**config.mk**
```make
export PLATFORM = sky130hd
export DESIGN_NAME = mips_controller
export DESIGN_NICKNAME = d
export VERILOG_FILES = /design/src/rtl/mips_controller.sv
export SDC_FILE = /design/constraint.sdc
export NUM_CORES = 1
export LEC_CHECK = 0
export CAP_MARGIN = 10
export CORE_MARGIN = 4
export CORE_UTILIZATION = 37
export DETAILED_ROUTE_END_ITERATION = 12
export PLACE_DENSITY = 0.84
export SYNTH_ARGS = -nofsm -noshare
export SYNTH_HDL_FRONTEND = slang
export SYNTH_SLANG_ARGS = --single-unit
export TNS_END_PERCENT = 50
```
**constraint.sdc**
```tcl
create_clock -name clk -period 3.4 [get_ports clk]
set_clock_uncertainty 0.15 [all_clocks]
set_input_delay 1.02 -clock clk [delete_from_list [all_inputs] [get_ports clk]]
set_output_delay 1.02 -clock clk [all_outputs]
set_load 0.02 [all_outputs]
```
**src/rtl/mips_controller.sv**
```systemverilog
// Multicycle MIPS control unit: 15-state Moore FSM producing datapath
// strobes and mux selects, plus the ALU-control decoder.
module mips_controller (
  input  logic       clk,
  input  logic       reset,
  input  logic [5:0] op,
  input  logic [5:0] funct,
  input  logic       zero,
  output logic       memread,
  output logic       memwrite,
  output logic       alusrca,
  output logic       memtoreg,
  output logic       iord,
  output logic       regwrite,
  output logic       regdst,
  output logic       pcen,
  output logic [1:0] pcsource,
  output logic [1:0] alusrcb,
  output logic [3:0] irwrite,
  output logic [2:0] alucont
);

  typedef enum logic [3:0] {
    FETCH1  = 4'd0,
    FETCH2  = 4'd1,
    FETCH3  = 4'd2,
    FETCH4  = 4'd3,
    DECODE  = 4'd4,
    MEMADR  = 4'd5,
    LBRD    = 4'd6,
    LBWR    = 4'd7,
    SBWR    = 4'd8,
    RTYPEEX = 4'd9,
    RTYPEWR = 4'd10,
    BEQEX   = 4'd11,
    JEX     = 4'd12,
    ADDIEX  = 4'd13,
    ADDIWR  = 4'd14
  } state_t;

  localparam logic [5:0] OP_LB    = 6'b100000;
  localparam logic [5:0] OP_SB    = 6'b101000;
  localparam logic [5:0] OP_RTYPE = 6'b000000;
  localparam logic [5:0] OP_BEQ   = 6'b000100;
  localparam logic [5:0] OP_J     = 6'b000010;
  localparam logic [5:0] OP_ADDI  = 6'b001000;

  state_t     state, next_state;
  logic       pcwrite;
  logic       branch;
  logic [1:0] aluop;

  // State register with synchronous reset back to the first fetch cycle.
  // NOTE: sequential state uses non-blocking assignments so every flop
  // samples the pre-edge value regardless of block ordering.
  always_ff @(posedge clk) begin
    if (reset) state <= FETCH1;
    else       state <= next_state;
  end

  // Next-state logic and Moore outputs decoded from the current state.
  // NOTE: every output gets a default before the case so no path leaves a
  // signal unassigned, which would otherwise infer a latch.
  always_comb begin
    next_state = FETCH1;
    memread    = 1'b0;
    memwrite   = 1'b0;
    alusrca    = 1'b0;
    memtoreg   = 1'b0;
    iord       = 1'b0;
    regwrite   = 1'b0;
    regdst     = 1'b0;
    pcwrite    = 1'b0;
    branch     = 1'b0;
    pcsource   = 2'b00;
    alusrcb    = 2'b00;
    irwrite    = 4'b0000;
    aluop      = 2'b00;
    case (state)
      FETCH1: begin
        next_state = FETCH2;
        memread = 1'b1; alusrcb = 2'b01; pcwrite = 1'b1; irwrite = 4'b0001;
      end
      FETCH2: begin
        next_state = FETCH3;
        memread = 1'b1; alusrcb = 2'b01; pcwrite = 1'b1; irwrite = 4'b0010;
      end
      FETCH3: begin
        next_state = FETCH4;
        memread = 1'b1; alusrcb = 2'b01; pcwrite = 1'b1; irwrite = 4'b0100;
      end
      FETCH4: begin
        next_state = DECODE;
        memread = 1'b1; alusrcb = 2'b01; pcwrite = 1'b1; irwrite = 4'b1000;
      end
      DECODE: begin
        alusrcb = 2'b11;
        case (op)
          OP_LB, OP_SB: next_state = MEMADR;
          OP_RTYPE:     next_state = RTYPEEX;
          OP_BEQ:       next_state = BEQEX;
          OP_J:         next_state = JEX;
          OP_ADDI:      next_state = ADDIEX;
          default:      next_state = FETCH1;
        endcase
      end
      MEMADR: begin
        alusrca = 1'b1; alusrcb = 2'b10;
        case (op)
          OP_LB:   next_state = LBRD;
          OP_SB:   next_state = SBWR;
          default: next_state = FETCH1;
        endcase
      end
      LBRD: begin
        next_state = LBWR;
        memread = 1'b1; iord = 1'b1;
      end
      LBWR: begin
        regwrite = 1'b1; memtoreg = 1'b1;
      end
      SBWR: begin
        memwrite = 1'b1; iord = 1'b1;
      end
      RTYPEEX: begin
        next_state = RTYPEWR;
        alusrca = 1'b1; aluop = 2'b10;
      end
      RTYPEWR: begin
        regdst = 1'b1; regwrite = 1'b1;
      end
      BEQEX: begin
        alusrca = 1'b1; aluop = 2'b01; branch = 1'b1; pcsource = 2'b01;
      end
      JEX: begin
        pcwrite = 1'b1; pcsource = 2'b10;
      end
      ADDIEX: begin
        next_state = ADDIWR;
        alusrca = 1'b1; alusrcb = 2'b10;
      end
      ADDIWR: begin
        regwrite = 1'b1;
      end
      default: next_state = FETCH1;
    endcase
  end

  // PC load enable; zero passes straight through during a branch.
  assign pcen = pcwrite | (branch & zero);

  // ALU control: fixed add/sub for address and branch, funct decode for R-type.
  always_comb begin
    alucont = 3'b010;
    case (aluop)
      2'b00: alucont = 3'b010;
      2'b01: alucont = 3'b110;
      default: begin
        case (funct)
          6'b100000: alucont = 3'b010;
          6'b100010: alucont = 3'b110;
          6'b100100: alucont = 3'b000;
          6'b100101: alucont = 3'b001;
          6'b101010: alucont = 3'b111;
          default:   alucont = 3'b101;
        endcase
      end
    endcase
  end

endmodule

```
==> flow_metrics.env <==
export IMPL_place_inst=122
export IMPL_synth_top_area_share=0.158
export IMPL_cp_data_arrival_time_ps=2240
export IMPL_pwr_density_cell_nw_per_um2=215
export IMPL_hold_viol_final=0
export IMPL_yosys_warnings=0
export IMPL_dieArea_sq_um=2020
export IMPL_die_w_um=45.0
export IMPL_drive_gt1_frac=0.118
export IMPL_async_flop_share=0
export IMPL_worstSetupStartpointType="input port"
export IMPL_largest_register="state"
export IMPL_syn_nets=94
export IMPL_nFillCells=134
export IMPL_areaGrowthSynthToFinish_pct=72.0
export IMPL_worst_endpoint_required_ps=2230
export IMPL_rsz0062_at_grt="true"
export IMPL_clock_latency_ps=230
export IMPL_tightest_slew_ps=470
export IMPL_fin_crit_sh=1.00
export IMPL_holdBufCountCts=0
export IMPL_port_buffers=33
export IMPL_drc=0
export IMPL_fmax_mhz=293
export IMPL_grt_usage=0.164
export IMPL_synth_commonest_cells="nor2_1, a21oi_1, nand2_1"
export IMPL_placementRows=13
export IMPL_grt_pass1_wl_um=2580
export IMPL_critPathCaptureType="primary output"
export IMPL_worst_slack_ps=-8.04
export IMPL_synth_edff_count=0
export IMPL_post_cts_buffers=0
export IMPL_setup_viol=1
export IMPL_antenna_cells=0
export IMPL_power_leakage_nw=0.306
export IMPL_avgRoutedWirePerCell_um=13.0
export IMPL_synth_seq_area_share=0.158
export IMPL_reg_top3="state (4)"
export IMPL_grt_antenna_before_repair=0
export IMPL_multi_input_area_sq_um=420
export IMPL_synth_cell_types=34
export IMPL_synthCells=79
export IMPL_first_pass_iters=4
export IMPL_synth_largest_area_cell="dfxtp_1"
export IMPL_clk_path_buf_depth=2
export IMPL_cts_buffers=3
export IMPL_yosysMostFrequentCell="nor2_1"
export IMPL_core_sq_um=1300
export IMPL_seq_area_sq_um=80.1
export IMPL_grt_pass1_vias=646
export IMPL_stdcell_count=125
export IMPL_synth_area_leaders="dfxtp_1, nor2_1, a21oi_1"
export IMPL_drt_iter0_markers=18
export IMPL_drtAntennaViolNets=0
export IMPL_ys_ff_latch=4
export IMPL_globalRouteOverflowTotal=0
export IMPL_cts_tree="done"
export IMPL_start_util=0.388
export IMPL_cts_clk_slew_worst_paths_ps=40
export IMPL_vias=700
export IMPL_fp_dieH_um=45.0
export IMPL_largest_reg_flops=4
export IMPL_worstHoldPathType="reg2reg"
export IMPL_violations="setup timing"
export IMPL_cts_max_level=1
export IMPL_maxCapViolations=0
export IMPL_crit_type="in2out"
export IMPL_synthFlopType="dfxtp_1"
export IMPL_avgSynthCellArea_sq_um=6.40
export IMPL_final_util=0.668
export IMPL_gp_congestion=0.869
export IMPL_dp_hpwl_um=1220
export IMPL_netlist_area_sq_um=505
export IMPL_slew_headroom=0.686
export IMPL_finalCriticalPeriod_ps=3410
export IMPL_clockRootBuffer="clkbuf_4"
export IMPL_report_final_slew_viol_count=0
export IMPL_worstPathMaxFanout=3
export IMPL_nNetsFinal=127
export IMPL_ir_drop_v=0.000103
export IMPL_cts_sinks=4
export IMPL_ioPinCount=34
export IMPL_wirelength_um=1630
export IMPL_outcome="finished, violations left"
export IMPL_viasPerCell=5.60
export IMPL_grt_max_degree=17
## power breakdown
group	internal [mW]	leakage, nW	switching, mW
registers	0.0501	0.0328	0.00836
clock network	0.0393	0.0138	0.0167
logic	0.0370	0.259	0.0354
## logic make-up after synthesis
kind of cell    after synthesis  share of synthesized area
compound gates               20                      0.255
buf+inv                       7                     0.0569
xor+xnor                      1                     0.0173
flops                         4                      0.158
fa+ha+maj                     1                     0.0198
simple gates                 46                      0.493
## layout by cell type, fill, tap and decap left out, types with 2 or more instances in the layout
cell,count
o21ai_0,3
nor2b_1,3
a21o_1,2
nor3b_1,2
nor3_1,2
nor4_1,2
nand2_1,5
dfxtp_1,4
clkbuf_4,3
or2_2,2
o41ai_2,2
or4_1,2
a21oi_1,5
inv_1,2
clkdlybuf4s50_1,29
nand2b_1,3
nor2_1,14
a31oi_1,3
## path summary, 6_finish.rpt
path	depth (start not counted)	end	from	slack, ps
worst min register to register	3	state[0]$_SDFF_PP0_	state[0]$_SDFF_PP0_	540
worst min-delay path	3	state[0]$_SDFF_PP0_	state[0]$_SDFF_PP0_	540
worst max register to register	4	state[3]$_SDFF_PP0_	state[0]$_SDFF_PP0_	1290
worst max-delay path	5	alucont[2]	funct[4]	-8
## worst max-delay path, cell delays in order
cell and delay, ps:
clkdlybuf4s50_1 380, nand2b_2 210, o41ai_2 270, o21ai_1 100, clkdlybuf4s15_2 260
## metrics by stage
step                      TNS (ps)  hold slack (ps)  total power, mW  instance area [sq um]  setup WS, ps
after CTS                     -148              539            0.187                    862         -76.5
after detailed placement     -1190              534            0.130                    833          -377
after floorplan                  0              478           0.0927                    505           267
final                        -8.04              536            0.187                    870         -8.04
after global placement       -1170              505            0.128                    833          -368
after global routing         -70.4              591            0.199                    870         -70.4
## area by class of cell
type                            count  share of cell area
Sequential cell                     4              0.0921
Timing Repair Buffer               33               0.368
Clock buffer                        3              0.0259
Inverter                            2             0.00863
Multi-Input combinational cell     68               0.483
Tap cell                           15              0.0216
## what timing repair did
action,in CTS,in global routing
cloned,0,0
gates resized for setup,12,8
endpoints found under the setup margin,4,3
## routing by layer
layer / vias up / share of wire / GRT usage / routed length, um
met5: - / 0 / 0 / 0
met4: 0 / 0 / 0.0526 / 0
met3: 0 / 0.099 / 0.0319 / 161
met2: 28 / 0.49 / 0.308 / 799
met1: 320 / 0.41 / 0.182 / 667
li1: 352 / - / - / -
Power figures use the tool's default switching activity.
==> variant 1: new RTL, same flow settings <==
Put a register stage on the output `pcen`, without a reset. The value now appears one clock later. The other outputs are not delayed to match.
--- a/src/rtl/mips_controller.sv
+++ b/src/rtl/mips_controller.sv
@@ -147,7 +147,9 @@
   end
 
   // PC load enable; zero passes straight through during a branch.
-  assign pcen = pcwrite | (branch & zero);
+  always_ff @(posedge clk) begin
+    pcen <= pcwrite | (branch & zero);
+  end
 
   // ALU control: fixed add/sub for address and branch, funct decode for R-type.
   always_comb begin
Check against the original RTL: not equivalent (a bounded check fails within 10 cycles, from zero or initial values and one cycle with reset high).
==> variant 1 against the unedited design <==
Routed wire length rose by 9.1%; via count is 2.0% higher; highest routed layer is now met4; largest power group unchanged; area after synthesis grew 4.0%; critical path type unchanged; power grew 15%; setup slack gained 77 ps; clock power up 25%; cell area grew 5.0%; sequential cell count increased by 1; critical path depth down 1; global-route usage up 1.6 points.
==> variant 1: results (changes against the unedited design) <==
placement:
  dp_hpwl_um: 1290  # +5.6%
  gp_congestion: 0.885  # +1.9%
  pre_cts_slack_ps: -408  # -31.4 ps
global_route:
  global_route.usage.met3_pct: 2.37  # -0.82 points
  grt_first_pass_wirelength_um: 2820  # +9.1%
  met2_usage_pct: 34.8  # +4.0 points
  met1_usage_pct: 18.5  # +0.26 points
  grt_usage_pct: 18.1  # +1.6 points
setup_path:
  reg2reg_setup_slack_ps: 1310  # +20 ps
  critPathLaunch: "funct[1]"
  worstReg2RegEnd: "state[3]$_SDFF_PP0_"
  cp_data_arrival_time_ps: 2160  # -80 ps
  slowest_stage: "clkdlybuf4s50_1"
  critPathMaxStageDelay_ps: 490  # +110 ps
cells_and_area:
  nFillCells: 129  # -3.7%
  largestRegisters: "state: 4 flops, pcen: 1 flops"
  layout-drive-gt1-share_pct: 12.4  # +0.57 points
  nNetsFinal: 129  # +1.6%
power_and_ir_drop:
  p_comb_mw: 0.0744  # +2.8%
  p_per_area_nw_per_um2: 235  # +9.3%
  power.internal_mw: 0.144  # +14%
  ir_worst_vdd_v: 0.000150  # +46%
  p_clk_share_pct: 32.6  # +2.6 points
timing:
  slew_headroom_pct: 69.2  # +0.53 points
  hold_ws_ps: 520  # -15.3 ps
  setup_tns_ps: 0  # +8.04 ps
  setup_ws_ps: 68.6  # +76.6 ps
routing:
  top_layer: "met4"
  wl_met3_um: 158  # -1.9%
  wl_met1_um: 693  # +3.9%
  first_iter_violations: 14  # -4
  finalWirelength_um: 1780  # +9.1%
  vias: 714  # +2.0%
  met2_length_um: 914  # +14%
synth:
  synth_area_leaders: "dfxtp_1 (19%), nor2_1 (10%), a21oi_1 (4.8%)"
  syn_nets: 95  # +1.1%
  synth_warnings: 0  # unchanged
  synthTopCellsByCount: "nor2_1 (14), a21oi_1 (5), dfxtp_1 (5), nand2_1 (5)"
run_status:
  status: "finished clean"
clock_tree:
  clk_latency_ps: 240
[variant 1: cell count changes after synthesis]
cell and delta:
dfxtp_1 +1
[variant 1: final cells by class]
class	instances	area [um^2]	area share [%]
well taps	15	18.8	2.05
repair buffers	34	328	35.9
flip-flops and latches	5	100	11.0
inverters	2	7.51	0.822
multi-input cells	68	433	47.4
clock buffers	4	26.3	2.88
[variant 1: logic make-up (layout without fill, tap and decap cells)]
family / count (synthesis) / after routing / share of synthesized area, %
simple gates: 46 / 46 / 47.4
compound gates: 20 / 20 / 24.5
fa+ha+maj: 1 / 1 / 1.90
flops: 5 / 5 / 19.0
buf+inv: 7 / 40 / 5.48
xor+xnor: 1 / 1 / 1.67
[variant 1: through the flow]
| step | cell area [um^2] | std cells |
|---|---|---|
| 6_report | 913 | 128 |
| 5_1_grt | 913 | 128 |
| 4_1_cts | 902 | 128 |
| 3_5_place_dp | 861 | 124 |
| 3_3_place_gp | 861 | 124 |
| 2_1_floorplan | 526 | 80 |
==> variant 2: new RTL, same settings <==
Without the edit above. Register the inputs `op`, `funct` and `zero` before use, without a reset. The logic sees them one clock later.
--- a/src/rtl/mips_controller.sv
+++ b/src/rtl/mips_controller.sv
@@ -44,6 +44,16 @@
   localparam logic [5:0] OP_BEQ   = 6'b000100;
   localparam logic [5:0] OP_J     = 6'b000010;
   localparam logic [5:0] OP_ADDI  = 6'b001000;
+
+  logic [5:0] op_q;
+  logic [5:0] funct_q;
+  logic zero_q;
+
+  always_ff @(posedge clk) begin
+    op_q    <= op;
+    funct_q <= funct;
+    zero_q  <= zero;
+  end
 
   state_t     state, next_state;
   logic       pcwrite;
@@ -95,7 +105,7 @@
       end
       DECODE: begin
         alusrcb = 2'b11;
-        case (op)
+        case (op_q)
           OP_LB, OP_SB: next_state = MEMADR;
           OP_RTYPE:     next_state = RTYPEEX;
           OP_BEQ:       next_state = BEQEX;
@@ -106,7 +116,7 @@
       end
       MEMADR: begin
         alusrca = 1'b1; alusrcb = 2'b10;
-        case (op)
+        case (op_q)
           OP_LB:   next_state = LBRD;
           OP_SB:   next_state = SBWR;
           default: next_state = FETCH1;
@@ -147,7 +157,7 @@
   end
 
   // PC load enable; zero passes straight through during a branch.
-  assign pcen = pcwrite | (branch & zero);
+  assign pcen = pcwrite | (branch & zero_q);
 
   // ALU control: fixed add/sub for address and branch, funct decode for R-type.
   always_comb begin
@@ -156,7 +166,7 @@
       2'b00: alucont = 3'b010;
       2'b01: alucont = 3'b110;
       default: begin
-        case (funct)
+        case (funct_q)
           6'b100000: alucont = 3'b010;
           6'b100010: alucont = 3'b110;
           6'b100100: alucont = 3'b000;
Formal check against the unedited RTL: not equivalent (a bounded check fails within 10 cycles, from zero or initial values and one cycle with reset high).
==> variant 2 against the unedited design <==
Sequential cell count grew 13; final cell count grew 22%; global-route usage shrank 2.6 points; area after synthesis grew 56%; critical path depth shrank 1; core utilization shrank 8.9 points; via count grew 10%; setup slack gained 220 ps; power grew 110%; cell area grew 33%; die area grew 45%; routed wire length grew 14%; fmax grew 6.8%.
==> variant 2: results (changes against the unedited design) <==
cells_and_area:
  num_antenna_cells: 0  # unchanged
  largestRegisters: "funct_q: 6 flops, op_q: 6 flops, state: 4 flops"
  layout-drive-gt1-share_pct: 5.56  # -6.3 points
  instances_no_fill: 153  # +22%
  nNetsFinal: 142  # +12%
synth:
  synth_area_leaders: "dfxtp_1 (43%), nor2_1 (6.7%), a21oi_1 (5.7%)"
  synth-seq-area-share_pct: 43.1  # +27 points
  yosys_most_used_dff: "dfxtp_1"
  synth_warnings: 0  # unchanged
  synthMuxAreaShare_pct: 1.27  # +1.3 points
  synth.distinct_cells: 32  # -5.9%
  synth_fa_ha_area_share_pct: 0  # -2.0 points
  synthXorXnorAreaFrac_pct: 1.11  # -0.62 points
  netlist_instances: 93  # +18%
  syn_nets: 108  # +15%
  synthTopCellsByCount: "dfxtp_1 (17), nor2_1 (14), a21oi_1 (9)"
  synth_compound_area_share_pct: 16.8  # -8.7 points
  netlist_area_um2: 790  # +56%
  async_reset_ff_share_pct: 0  # unchanged
placement:
  gp_congestion: 0.814  # -6.3%
  placed_cells: 149  # +22%
  portBuffers: 33  # unchanged
  dp_hpwl_um: 1420  # +17%
setup_path:
  critPathMaxStageDelay_ps: 630  # +250 ps
  reg2regPathDepth: 5  # +1
  slowest_stage: "clkdlybuf4s50_1"
  cp_data_arrival_time_ps: 2020  # -220 ps
  crit_end: "alucont[2]"
  crit_fanout: 10  # +7
  worstReg2RegEnd: "state[3]$_SDFF_PP0_"
  critPathLaunch: "state[3]$_SDFF_PP0_"
  reg2reg_setup_slack_ps: 1740  # +450 ps
  critPathTopFamily: "buffers and inverters"
clock_tree:
  cts-buffers-inserted: 3  # unchanged
  cts_buffer_depth: 2  # unchanged
  cts-root-buf: "clkbuf_4"
  path_clk_slew_ps: 100  # +60 ps
  clk_latency_ps: 290  # +60 ps
  htreeDepth: 1  # unchanged
power_and_ir_drop:
  power.leakage_nw: 0.408  # +33%
  ir_worst_vdd_v: 0.000314  # +200%
  sw_frac_of_total_pct: 26.4  # -6.0 points
routing:
  finalWirelength_um: 1850  # +14%
  first_iter_violations: 22  # +4
  vias_per_cell: 5.05  # -9.8%
  drt_first_pass_iters: 4  # unchanged
timing:
  slew_headroom_pct: 71.0  # +2.3 points
  drv_slew: 0  # unchanged
run_status:
  status: "finished clean"
global_route:
  grt_first_pass_wirelength_um: 2990  # +16%
  grt_max_degree: 17  # unchanged
  grt_usage_pct: 13.8  # -2.6 points
  grt_pass1_vias: 678  # +5.0%
  antenna_found_initial: 0  # unchanged
worst_hold_path:
  hp-class: "reg -> reg"
-- variant 2: cell count changes after synthesis, moves of 3 or more --
cell,change
dfxtp_1,+13
a21oi_1,+4
nor3_1,+4
nand2_1,-3
o21ai_0,-3
or2_1,+3
-- variant 2: cell type report --
class	count	area, um^2
inverters	2	7.51
well taps	27	33.8
clock buffers	4	26.3
multi-input cells	69	413
flip-flops and latches	17	342
fillers	180	842
repair buffers	34	338
-- variant 2: logic make-up after synthesis --
logic type                Yosys count
AOI/OAI and AO/OA                  21
DFF                                17
buffers and inverters               7
xor gates and xnor gates            1
muxes                               1
and+or+nand+nor                    46
-- variant 2: metal layers --
metal	wire, um	up-vias	global-route usage [%]
li1	-	396	-
met1	869	339	19.7
met2	802	33	19.5
met3	135	5	3.05
met4	45	0	6.22
met5	0	-	0
-- variant 2: power groups by stage --
stage / registers (mW) / clock network [mW] / logic (mW)
finish: 0.224 / 0.109 / 0.0638
global route: 0.227 / 0.120 / 0.0693
CTS: 0.224 / 0.111 / 0.0637
detailed placement: 0.228 / 0 / 0.0634
global placement: 0.228 / 0 / 0.0629
floorplan: 0.221 / 0 / 0.0380
-- variant 2: stage by stage --
stage / util, % / setup slack (ps) / area (um^2)
after detailed placement: 56.6 / 440 / 1130
after global placement: 56.6 / 447 / 1130
after global routing: 57.9 / 24.3 / 1160
after floorplan: - / 1020 / 790
after CTS: 57.9 / 91.5 / 1160
final: 57.9 / 209 / 1160
-- variant 2: worst min-delay path by stage --
stage,start,endpoint,slack (ps),cells past startpoint
global route,op_q[3]$_DFF_P_,state[3]$_SDFF_PP0_,490,2
CTS,op_q[3]$_DFF_P_,state[3]$_SDFF_PP0_,430,2
detailed placement,op_q[3]$_DFF_P_,state[3]$_SDFF_PP0_,410,2
floorplan,op_q[3]$_DFF_P_,state[3]$_SDFF_PP0_,370,2
global placement,op_q[3]$_DFF_P_,state[3]$_SDFF_PP0_,410,2
finish,op_q[3]$_DFF_P_,state[3]$_SDFF_PP0_,430,2
-- variant 2: tightest hold or removal path, stage by stage (launching register included) --
cell,delay (ps)
dfxtp_1,360
nand4b_1,100
a31oi_1,70
-- variant 2: timing repair --
item | in CTS | in global routing
buffers inserted | 0 | 0
setup endpoints to repair | 0 | 3
resized for setup | 0 | 1
hold endpoints to repair | 0 | 0
